--- config.mk ---
export PLATFORM = sky130hd
export DESIGN_NAME = fsm_flujo
export DESIGN_NICKNAME = d
export VERILOG_FILES = /design/src/rtl/fsm_flujo_pkg.sv /design/src/rtl/fsm_flujo_canal.sv /design/src/rtl/fsm_flujo.sv
export SDC_FILE = /design/constraint.sdc
export NUM_CORES = 1
export LEC_CHECK = 0
export CORE_MARGIN = 1.5
export CORE_UTILIZATION = 43
export DETAILED_ROUTE_END_ITERATION = 10
export MAX_ROUTING_LAYER = met4
export PLACE_DENSITY = 0.83
export SYNTH_ARGS = -nofsm -noshare
export SYNTH_HDL_FRONTEND = slang
export SYNTH_SLANG_ARGS = --single-unit
--- constraint.sdc ---
create_clock -name clk -period 2.75 [get_ports clk]
set_input_delay 0.4125 -clock clk [delete_from_list [all_inputs] [get_ports clk]]
set_output_delay 0.4125 -clock clk [all_outputs]
set_load 0.1 [all_outputs]
--- src/rtl/fsm_flujo_pkg.sv ---
// Shared definitions for the fsm_flujo flow-control block: state encoding,
// state register width, overflow counter width and a small state helper.
package fsm_flujo_pkg;

    localparam int ESTADO_W   = 3;
    localparam int CONTADOR_W = 8;

    typedef enum logic [ESTADO_W-1:0] {
        ST_RESET  = 3'd0,
        ST_INIT   = 3'd1,
        ST_IDLE   = 3'd2,
        ST_ACTIVE = 3'd3,
        ST_ERROR  = 3'd4
    } estado_e;

    // RESET and INIT are the "quiet" states: overflow events are ignored there.
    function automatic logic es_silencio(logic [ESTADO_W-1:0] e);
        return (e == ST_RESET) || (e == ST_INIT);
    endfunction

endpackage

--- src/rtl/fsm_flujo_canal.sv ---
// canal_flujo: per-channel back-pressure slice. Owns pausa/continua with
// almost_full/almost_empty hysteresis, the sticky overflow error and, when
// FSM_FLUJO_CONTADOR_EN is defined, a saturating overflow counter.
// Outputs are computed from the FSM's next state so they change on the
// same edge as the state register.
module canal_flujo
    import fsm_flujo_pkg::*;
(
    input  logic                  clk,
    input  logic                  reset,
    input  logic [ESTADO_W-1:0]   estado_actual_i,
    input  logic [ESTADO_W-1:0]   estado_siguiente_i,
    input  logic                  almost_full_i,
    input  logic                  almost_empty_i,
    input  logic                  overflow_i,
`ifdef FSM_FLUJO_CONTADOR_EN
    output logic [CONTADOR_W-1:0] cuenta_o,
`endif
    output logic                  pausa_o,
    output logic                  continua_o,
    output logic                  error_full_o
);

    logic pausa_q, pausa_d;
    logic continua_q, continua_d;
    logic error_q, error_d;
    logic limpiar;
    logic evento_overflow;

    assign limpiar         = es_silencio(estado_siguiente_i);
    assign evento_overflow = overflow_i & ~es_silencio(estado_actual_i);

    // Next-value logic: clear on the way into RESET/INIT, force pause in ERROR,
    // otherwise apply hysteresis where a raised almost_full beats almost_empty.
    always_comb begin
        pausa_d    = pausa_q;
        continua_d = continua_q;
        error_d    = error_q;
        if (limpiar) begin
            pausa_d    = 1'b0;
            continua_d = 1'b0;
            error_d    = 1'b0;
        end else begin
            error_d = error_q | evento_overflow;
            if (estado_siguiente_i == ST_ERROR) begin
                pausa_d    = 1'b1;
                continua_d = 1'b0;
            end else begin
                if (almost_full_i) begin
                    pausa_d = 1'b1;
                end else if (almost_empty_i) begin
                    pausa_d = 1'b0;
                end
                continua_d = ~pausa_d & ~error_d;
            end
        end
    end

    // Registered per-channel outputs, cleared asynchronously.
    always_ff @(posedge clk or posedge reset) begin
        if (reset) begin
            pausa_q    <= 1'b0;
            continua_q <= 1'b0;
            error_q    <= 1'b0;
        end else begin
            pausa_q    <= pausa_d;
            continua_q <= continua_d;
            error_q    <= error_d;
        end
    end

    assign pausa_o      = pausa_q;
    assign continua_o   = continua_q;
    assign error_full_o = error_q;

`ifdef FSM_FLUJO_CONTADOR_EN
    logic [CONTADOR_W-1:0] cuenta_q, cuenta_d;

    // Saturating count of overflow cycles; cleared together with the error flag.
    always_comb begin
        cuenta_d = cuenta_q;
        if (limpiar) begin
            cuenta_d = '0;
        end else if (evento_overflow && (cuenta_q != {CONTADOR_W{1'b1}})) begin
            cuenta_d = cuenta_q + 1'b1;
        end
    end

    // Counter register.
    always_ff @(posedge clk or posedge reset) begin
        if (reset) begin
            cuenta_q <= '0;
        end else begin
            cuenta_q <= cuenta_d;
        end
    end

    assign cuenta_o = cuenta_q;
`endif

endmodule

--- src/rtl/fsm_flujo.sv ---
// fsm_flujo: flow-control FSM for a bank of FIFOs. Holds the global state,
// the watermark registers and one canal_flujo slice per channel.
// Optional feature macro: FSM_FLUJO_CONTADOR_EN adds cuenta_overflow,
// one saturating 8-bit overflow counter per channel.
module fsm_flujo
    import fsm_flujo_pkg::*;
#(
    parameter int NUM_CANALES = 4,
    parameter int UMBRAL_W    = 3
) (
    input  logic                          clk,
    input  logic                          reset,
    input  logic                          init,
    input  logic [UMBRAL_W-1:0]           umbral_bajo_in,
    input  logic [UMBRAL_W-1:0]           umbral_alto_in,
    input  logic [NUM_CANALES-1:0]        almost_full,
    input  logic [NUM_CANALES-1:0]        almost_empty,
    input  logic [NUM_CANALES-1:0]        empty_fifo,
    input  logic [NUM_CANALES-1:0]        fifo_overflow,
    output logic [UMBRAL_W-1:0]           umbral_bajo_out,
    output logic [UMBRAL_W-1:0]           umbral_alto_out,
    output logic [NUM_CANALES-1:0]        pausa,
    output logic [NUM_CANALES-1:0]        continua,
    output logic [NUM_CANALES-1:0]        error_full,
`ifdef FSM_FLUJO_CONTADOR_EN
    output logic [NUM_CANALES*CONTADOR_W-1:0] cuenta_overflow,
`endif
    output logic                          idle,
    output logic [ESTADO_W-1:0]           estado
);

    estado_e               estado_q, estado_d;
    logic                  idle_q;
    logic [UMBRAL_W-1:0]   umbral_bajo_q, umbral_alto_q;

    // Next-state logic: init wins everywhere except RESET, then overflow, then empty.
    always_comb begin
        estado_d = ST_RESET;
        case (estado_q)
            ST_RESET:  estado_d = ST_INIT;
            ST_INIT:   estado_d = init ? ST_INIT : ST_IDLE;
            ST_IDLE,
            ST_ACTIVE: begin
                if (init) begin
                    estado_d = ST_INIT;
                end else if (|fifo_overflow) begin
                    estado_d = ST_ERROR;
                end else if (&empty_fifo) begin
                    estado_d = ST_IDLE;
                end else begin
                    estado_d = ST_ACTIVE;
                end
            end
            ST_ERROR:  estado_d = init ? ST_INIT : ST_ERROR;
            default:   estado_d = ST_RESET;
        endcase
    end

    // State register with a registered idle flag that tracks the new state.
    always_ff @(posedge clk or posedge reset) begin
        if (reset) begin
            estado_q <= ST_RESET;
            idle_q   <= 1'b0;
        end else begin
            estado_q <= estado_d;
            idle_q   <= (estado_d == ST_IDLE);
        end
    end

    // Watermarks follow the inputs every cycle spent in INIT, kept verbatim.
    always_ff @(posedge clk or posedge reset) begin
        if (reset) begin
            umbral_bajo_q <= '0;
            umbral_alto_q <= '0;
        end else if (estado_q == ST_INIT) begin
            umbral_bajo_q <= umbral_bajo_in;
            umbral_alto_q <= umbral_alto_in;
        end
    end

    assign estado          = estado_q;
    assign idle            = idle_q;
    assign umbral_bajo_out = umbral_bajo_q;
    assign umbral_alto_out = umbral_alto_q;

    for (genvar g = 0; g < NUM_CANALES; g++) begin : g_canal
        canal_flujo u_canal (
            .clk                (clk),
            .reset              (reset),
            .estado_actual_i    (estado_q),
            .estado_siguiente_i (estado_d),
            .almost_full_i      (almost_full[g]),
            .almost_empty_i     (almost_empty[g]),
            .overflow_i         (fifo_overflow[g]),
`ifdef FSM_FLUJO_CONTADOR_EN
            .cuenta_o           (cuenta_overflow[g*CONTADOR_W +: CONTADOR_W]),
`endif
            .pausa_o            (pausa[g]),
            .continua_o         (continua[g]),
            .error_full_o       (error_full[g])
        );
    end

endmodule

==> results of run 1 <==
==> layout make-up <==
| class | count | area, µm² | area share, % |
|---|---|---|---|
| Tap cell | 28 | 35.0 | 2.54 |
| Timing Repair Buffer | 46 | 405 | 29.4 |
| Sequential cell | 22 | 551 | 39.9 |
| Inverter | 8 | 30.0 | 2.18 |
| Clock buffer | 4 | 36.3 | 2.63 |
| Multi-Input combinational cell | 43 | 323 | 23.4 |
==> flip-flops by register name (all words and copies together) (netlist names) <==
signal and cells:
g_canal.u_canal.error_full_o 4, umbral_bajo_out 3, idle 1, g_canal.u_canal.continua_o 4, umbral_alto_out 3, estado 3
g_canal.u_canal.pausa_o 4
==> report_power, final <==
part,total [mW],internal (mW),switching [mW]
Clock,0.178,0.0809,0.0968
Combinational,0.837,0.192,0.645
Sequential,0.439,0.393,0.0457
Total,1.45,0.666,0.788
==> kinds of logic (layout without fill, tap and decap cells) <==
logic type	count (synthesis)	count (layout)
buffers and inverters	23	58
DFF	22	22
and+or+nand+nor	19	19
AOI/OAI and AO/OA	18	18
muxes	6	6
==> Yosys cell counts <==
library cell	number	area, µm²
a21oi_1	8	40.0
a2bb2oi_2	1	15.0
a31oi_1	1	6.26
a32oi_2	1	16.3
and3b_1	4	35.0
buf_4	13	97.6
clkbuf_1	2	7.51
dfrtp_1	22	551
inv_1	8	30.0
mux2_2	6	67.6
nand2_1	2	7.51
nand3_1	1	5.00
nand4_1	1	6.26
nor2_1	5	18.8
nor3b_2	1	12.5
nor4_2	1	12.5
o21ai_0	2	10.0
o22ai_1	1	6.26
o41ai_1	4	35.0
or2_2	1	6.26
or3_1	1	6.26
or3b_1	1	8.76
or4_1	1	7.51
==> final timing paths <==
| kind | startpoint | to | depth (start not counted) | slack (ns) |
|---|---|---|---|---|
| max in group asynchronous | reset | idle | 2 | 1.73 |
| worst max-delay path | estado[2] | estado[2] | 1 | 1.07 |
| min in group asynchronous | reset | g_canal[0].u_canal.continua_o | 2 | 0.54 |
| worst min-delay path | umbral_alto_out[0] | umbral_alto_out[0] | 1 | 0.52 |
| worst max register to register | estado[2] | g_canal[3].u_canal.continua_o | 3 | 1.13 |
| worst min register to register | umbral_alto_out[0] | umbral_alto_out[0] | 1 | 0.52 |
==> routing by layer <==
metal	GRT usage, %	routed length [µm]	up-vias
met5	-	0	-
met4	6.58	29	0
met3	1.75	146	5
met2	27.6	1020	37
met1	22.4	830	377
li1	-	-	365
==> through the flow <==
step	hold slack (ns)	total power, mW
6_report	0.523	1.45
4_1_cts	0.527	1.46
3_5_place_dp	0.499	1.29
2_1_floorplan	0.402	1.14
5_1_grt	0.553	1.50
3_3_place_gp	0.492	1.28
==> metrics.txt, run 1 <==
status=finished, final reports clean; slowest CP cell=dfrtp_1; post-cts resize count=0; Peak Freq=594 MHz; DR WL/cell=13.5 µm; Skew-Pair Late Insertion Delay=0.31 ns; postcts setup bufs=0; Tightest Pin Transition=0.788 ns; Tmin final=1.68 ns; clk root buf=clkbuf_4; largest family of logic cells by synthesized area=buffers and inverters; dpl ws=0.782 ns; fillers=193; final worst path period share=61.2%; worst path cell trace=buf_4; Peak VDD IR=544 µV; crit path max fanout=12; fin area=1380 µm²; syn_area_per_cell=11.5 µm²; Iter 0 DRT Violations=10; CP top delay family=flip-flops; Max stage delay on crit path=0.60 ns; setup TNS=0 ns; H-tree Lvls=1; skew final=0.00514 ns; Synth Area in Compound Gates=12.8%; DRT Wirelength=2.03 mm; Slew HR=47.4%; Sink Count=22; # port buffers=46; dpl cells=147; most frequent cells in the layout=24 x clkdlybuf4s50_1, 22 x dfrtp_1, 22 x buf_4; Synth Area in Adders=0%; Area after DPL=1340 µm²; area delta synth->final=36.8%; Final HPWL DP=1.60 mm; Final Worst Setup Slack=1.07 ns; IO Pins=47; commonest non-fill, non-tap cell in the layout=clkdlybuf4s50_1; die width=51.4 µm; antenna-violating nets left=0; RD Place Congestion=0.825; die area=2650 µm²; count of max-cap constraint violations=0; Crit. End Element=output pin; CTS Hold Bufs=0; Post-Synth Simple-Gate Area=12.5%; Layout Utilization=62.4%; #FFs+latches synth=22; core footprint=2210 µm²; initial core utilization=45.6%; initial antenna violation count=0; CTS Buf Count=3; CTS clk-pin slew, worst paths=0.12 ns; CP arrival=1.27 ns; Slew Limit Fails=0; remaining routing DRC violations=0; total power divided by cell area=1050 nW/µm²; Ys Warns=0; Crit Path Class=flop to output pin; largest net degree at the start of global routing=23; CP Data Required Time=2.34 ns; Synth Cell Area=1010 µm²; drt via density=5.19; CTS tree=built; grt ovf=0; # rows=17; Hold Violations, Final=0; number of global-route vias before repair=716; Hold Crit Class=flop to flop; RSZ-0062 raised after global routing=no; share of layout cells above drive strength 1=30.1%; Cell variety after synth=23; first-pass GRT wire length=3.22 mm; post-synth net total=113; ANT cells=0; vias=784; mux cell area share after synthesis=6.70%; Clock Tree Buf Depth=2; P_leak=0.676 nW; Cells after Synth=88; First-pass DRT Iterations=4; Worst Path Buf+Inv=1; final non-filler cell total=151; Die Span Y=51.4 µm; CP Launch Type=flop; Tot GR Track Use=17.1%; Seq/Total Area, Yosys=54.6%; final setup fails=0; nets@finish=149; Post-Synth XOR/XNOR Area=0%
(Power assumes the default switching activity.)
==> inputs of run 2 (changes only) <==
- CORE_UTILIZATION: 43 -> 36
- PLACE_DENSITY: 0.83 -> 0.74
- clock period: 2.75 -> 1.35 ns (I/O delays scaled with it)
==> metrics.txt, run 2 (synthesized netlist as in run 1, its figures left out) <==
final setup fails=17 (+17); RSZ-0062 raised after global routing=yes; grt ovf=0 (unchanged); Layout Utilization=73.6% (+11 points); FF-to-FF path depth=3 (unchanged); slowest CP cell=dfrtp_4; DRT Wirelength=3.13 mm (+54%); nets@finish=172 (+15%); DR WL/cell=17.7 µm (+32%); CP Data Required Time=1.57 ns (-0.77 ns); skew final=0.00928 ns (+0.00413 ns); crit path max fanout=7 (-5); vias=887 (+13%); combinational group share of total power=62.1% (+4.5 points); CTS clk-pin slew, worst paths=0.14 ns (+0.02 ns); P_leak=0.933 nW (+38%); Switching Fraction=47.1% (-7.1 points); Die Span Y=55.9 µm (+8.7%); total power divided by cell area=1960 nW/µm² (+86%); drt via density=5.01 (-3.5%); initial antenna violation count=0 (unchanged); Slew HR=72.6% (+25 points); worst path cell trace=or3b_4 > buf_4 > mux2_2; register area=562 µm² (+2.0%); Peak Freq=669 MHz; RD Place Congestion=0.882 (+6.8%); Tightest Pin Transition=0.407 ns (-0.382 ns); Hold Crit Class=input port to async pin; Tot Pwr=3.91 mW (+170%); Int Power=2.07 mW (+210%); First-pass DRT Iterations=4 (unchanged); commonest non-fill, non-tap cell in the layout=buf_12; Clock Tree Buf Depth=2 (unchanged); Peak VDD IR=1570 µV (+190%); die area=3130 µm² (+18%); share of layout cells above drive strength 1=52.1% (+22 points); dpl ws=-0.433 ns (-1.22 ns); Crit Path Class=flop to flop; CTS tree=built; final non-filler cell total=177 (+17%); most frequent cells in the layout=22 x buf_12, 21 x clkdlybuf4s50_1, 19 x dfrtp_1; Max stage delay on crit path=0.51 ns (-0.09 ns); ANT cells=0 (unchanged); Final Worst Setup Slack=-0.144 ns (-1.21 ns); number of global-route vias before repair=898 (+25%); multi-input logic area=429 µm² (+33%); Worst Setup EP=umbral_alto_out[1]; fillers=179 (-7.3%); IO Pins=47 (unchanged); Slew Limit Fails=0 (unchanged); Psw=1.84 mW (+130%); CTS Hold Bufs=0 (unchanged); clk root buf=clkbuf_4; Hold Violations, Final=0 (unchanged); Clock Power Share=13.2% (+1.0 points); antenna-violating nets left=0 (unchanged); die width=55.9 µm (+8.7%); Worst R2R Start=estado[1]; Crit. End Element=flop; count of max-cap constraint violations=0 (unchanged); area delta synth->final=97.9%; Area after DPL=1750 µm² (+31%); core footprint=2710 µm² (+23%); Worst R2R End=umbral_alto_out[1]; # port buffers=46 (unchanged); # rows=19 (+2); failing checks=negative setup slack; dpl cells=166 (+13%); sequential power share=24.6% (-5.6 points); CTS Buf Count=3 (unchanged); Skew-Pair Late Insertion Delay=0.32 ns (about the same); final worst path period share=111%; Iter 0 DRT Violations=4 (-6); largest net degree at the start of global routing=23 (unchanged); CP Launch Type=flop; initial core utilization=37.2% (-8.4 points); Tot GR Track Use=18.4% (+1.3 points); first-pass GRT wire length=4.26 mm (+32%); Hold WS=0.189 ns (-0.334 ns); fin area=2000 µm² (+45%); Sink Count=22 (unchanged); status=finished with violations; CP arrival=1.72 ns (+0.45 ns); launch point of the critical path=estado[1]; reg2reg setup slack=-0.14 ns (-1.27 ns); setup TNS=-1.38 ns (-1.38 ns); H-tree Lvls=1 (unchanged); Tmin final=1.49 ns; remaining routing DRC violations=0 (unchanged); Final HPWL DP=2.08 mm (+30%)
-- run 2: area by class of cell --
type | instances | area share [%]
multi-input cells | 43 | 21.5
well taps | 31 | 1.94
inverters | 8 | 1.50
clock buffers | 3 | 1.13
clock inverters | 1 | 1.50
repair buffers | 69 | 44.3
flip-flops and latches | 22 | 28.2
-- run 2: worst max-delay path: cells and delay by family, from the launching register on --
family,cells,cell delay (ns)
flops,1,0.51
simple gates,1,0.46
mux,1,0.26
buf+inv,1,0.16
-- run 2: per-layer routing --
metal / share of wire, % / track usage, %
met5: 0 / -
met4: 4.7 / 6.12
met3: 4.4 / 2.09
met2: 53 / 34.2
met1: 38 / 20.3
-- run 2: worst min path at each step --
stage	endpoint	slack, ns	from
2_1_floorplan	estado[0]	0.19	reset
3_3_place_gp	umbral_alto_out[0]	0.55	reset
3_5_place_dp	estado[1]	0.55	reset
4_1_cts	estado[1]	0.21	reset
5_1_grt	estado[1]	0.23	reset
6_report	estado[1]	0.19	reset
-- run 2: power by group through the flow --
stage / sequential (mW) / combinational, mW / clock [mW]
after floorplan: 1.57 / 0.768 / 0
after global placement: 0.962 / 2.18 / 0
after detailed placement: 0.973 / 2.21 / 0
after CTS: 0.961 / 2.26 / 0.506
after global routing: 0.981 / 2.49 / 0.548
final: 0.964 / 2.43 / 0.518
-- run 2: what timing repair did --
| action | CTS | global route |
|---|---|---|
| hold endpoints to repair | 0 | 0 |
| setup endpoints to repair | 23 | 23 |
| buffers inserted | 0 | 7 |
| resized for setup | 10 | 20 |
| cloned | 0 | 0 |
| pin swaps | 1 | 4 |
==> inputs of run 3 (changes only) <==
- GPL_TIMING_DRIVEN: not set -> 1
- REMOVE_ABC_BUFFERS: not set -> 1
==> metrics.txt, run 3 (synthesized netlist as in run 1, its figures left out) <==
Crit. End Element=flop; final setup fails=6 (-11); RSZ-0062 raised after global routing=yes; nets@finish=165 (-4.1%); RD Place Congestion=0.849 (-3.7%); Hold WS=0.225 ns (+0.0360 ns); largest net degree at the start of global routing=23 (unchanged); CP arrival=1.57 ns (-0.15 ns); Final HPWL DP=1.90 mm (-9.0%); # port buffers=46 (unchanged); Sink Count=22 (unchanged); share of layout cells above drive strength 1=46.0% (-6.0 points); total power divided by cell area=1940 nW/µm² (-1.3%); Iter 0 DRT Violations=27 (+23); Peak VDD IR=1810 µV (+16%); antenna-violating nets left=0 (unchanged); DR WL/cell=15.6 µm (-12%); Slew HR=78.2% (+5.6 points); Tot GR Track Use=17.8% (-0.60 points); failing checks=negative setup slack; Max stage delay on crit path=0.43 ns (-0.08 ns); die area=3130 µm² (unchanged); crit path max fanout=7 (unchanged); First-pass DRT Iterations=4 (unchanged); CTS clk-pin slew, worst paths=0.11 ns (-0.03 ns); CTS Buf Count=3 (unchanged); number of global-route vias before repair=938 (+4.5%); grt ovf=0 (unchanged); skew final=0.00294 ns (-0.00634 ns); final worst path period share=102% (-9.1 points); clk root buf=clkbuf_4; CTS tree=built; Slew Limit Fails=0 (unchanged); remaining routing DRC violations=0 (unchanged); core footprint=2710 µm² (unchanged); Crit Path Class=flop to flop; Skew-Pair Late Insertion Delay=0.30 ns (-0.02 ns); Tmin final=1.37 ns (-0.123 ns); Peak Freq=729 MHz (+8.9%); ANT cells=0 (unchanged); P_leak=0.874 nW (-6.4%); count of max-cap constraint violations=0 (unchanged); slowest CP cell=dfrtp_1; DRT Wirelength=2.65 mm (-15%); Hold Crit Class=input port to async pin; first-pass GRT wire length=4.20 mm (-1.3%); Final Worst Setup Slack=-0.0217 ns (+0.123 ns); initial antenna violation count=0 (unchanged); Clock Tree Buf Depth=2 (unchanged); CP Launch Type=flop; die width=55.9 µm (unchanged); H-tree Lvls=1 (unchanged); Layout Utilization=68.8% (-4.8 points); most frequent cells in the layout=22 x dfrtp_1, 22 x buf_12, 20 x clkdlybuf4s50_1; initial core utilization=37.2% (unchanged); drt via density=5.11 (+1.9%); CTS Hold Bufs=0 (unchanged); fillers=185 (+3.4%); # rows=19 (unchanged); status=finished with violations; Die Span Y=55.9 µm (unchanged); area delta synth->final=84.9%; Worst Path Buf+Inv=1 (unchanged); vias=868 (-2.1%); worst path cell trace=or3b_4 > buf_6 > mux2_2; CP top delay family=flip-flops; CP Data Required Time=1.55 ns (-0.02 ns); Tightest Pin Transition=0.326 ns (-0.0805 ns); IO Pins=47 (unchanged); Hold Violations, Final=0 (unchanged)
[run 3: worst reg2reg max path, delay by kind of cell (launching register included)]
family	cells	cell delay [ns]
multiplexers	1	0.27
flip-flops	1	0.43
AND/OR/NAND/NOR	1	0.42
buffers and inverters	1	0.15
[run 3: layer usage]
metal | vias up | part of all wire (%) | track usage, %
li1 | 398 | - | -
met3 | 4 | 5.2 | 5.35
met5 | - | 0 | -
met4 | 0 | 1.2 | 5.44
met2 | 33 | 55 | 31.3
met1 | 433 | 39 | 19.3
[run 3: final timing paths]
path	startpoint	end	slack (ns)	depth (start not counted)
setup / recovery	estado[2]	umbral_bajo_out[1]	-0.02	3
hold / removal	reset	g_canal[2].u_canal.continua_o	0.22	3
setup reg to reg	estado[2]	umbral_bajo_out[1]	-0.02	3
hold reg to reg	g_canal[2].u_canal.error_full_o	g_canal[2].u_canal.error_full_o	0.58	2
max in group asynchronous	reset	g_canal[0].u_canal.pausa_o	0.91	3
min in group clk	fifo_overflow[2]	g_canal[2].u_canal.error_full_o	0.35	3
[run 3: layout make-up]
class,instances,area (µm²),share of cell area [%]
timing repair buffer,62,801,43.0
inverter,8,30.0,1.61
clock buffer,4,36.3,1.95
tap,31,38.8,2.08
sequential,22,551,29.5
multi-input combinational,43,408,21.9
[run 3: power breakdown]
group	internal, mW	switching [mW]
clock	0.165	0.186
sequential	0.803	0.153
combinational	0.884	1.42
total	1.85	1.76
[run 3: what timing repair did]
action                                  CTS  global route
resized for setup                        13             8
buffers inserted                          0             2
pin swaps                                 2             2
gates cloned                              0             1
endpoints found under the setup margin   12            12
endpoints found under the hold margin     0             0
[run 3: through the flow]
step	cells	setup TNS [ns]	power, mW	cell area (µm²)	setup WS, ns
final	170	-0.0917	3.61	1860	-0.0217
after global routing	170	-0.457	3.72	1860	-0.0465
after CTS	167	-0.0303	3.55	1810	-0.0172
after detailed placement	163	-3.61	3.15	1720	-0.432
after global placement	163	-3.03	3.12	1720	-0.362
after floorplan	73	-10.53	2.21	903	-0.588
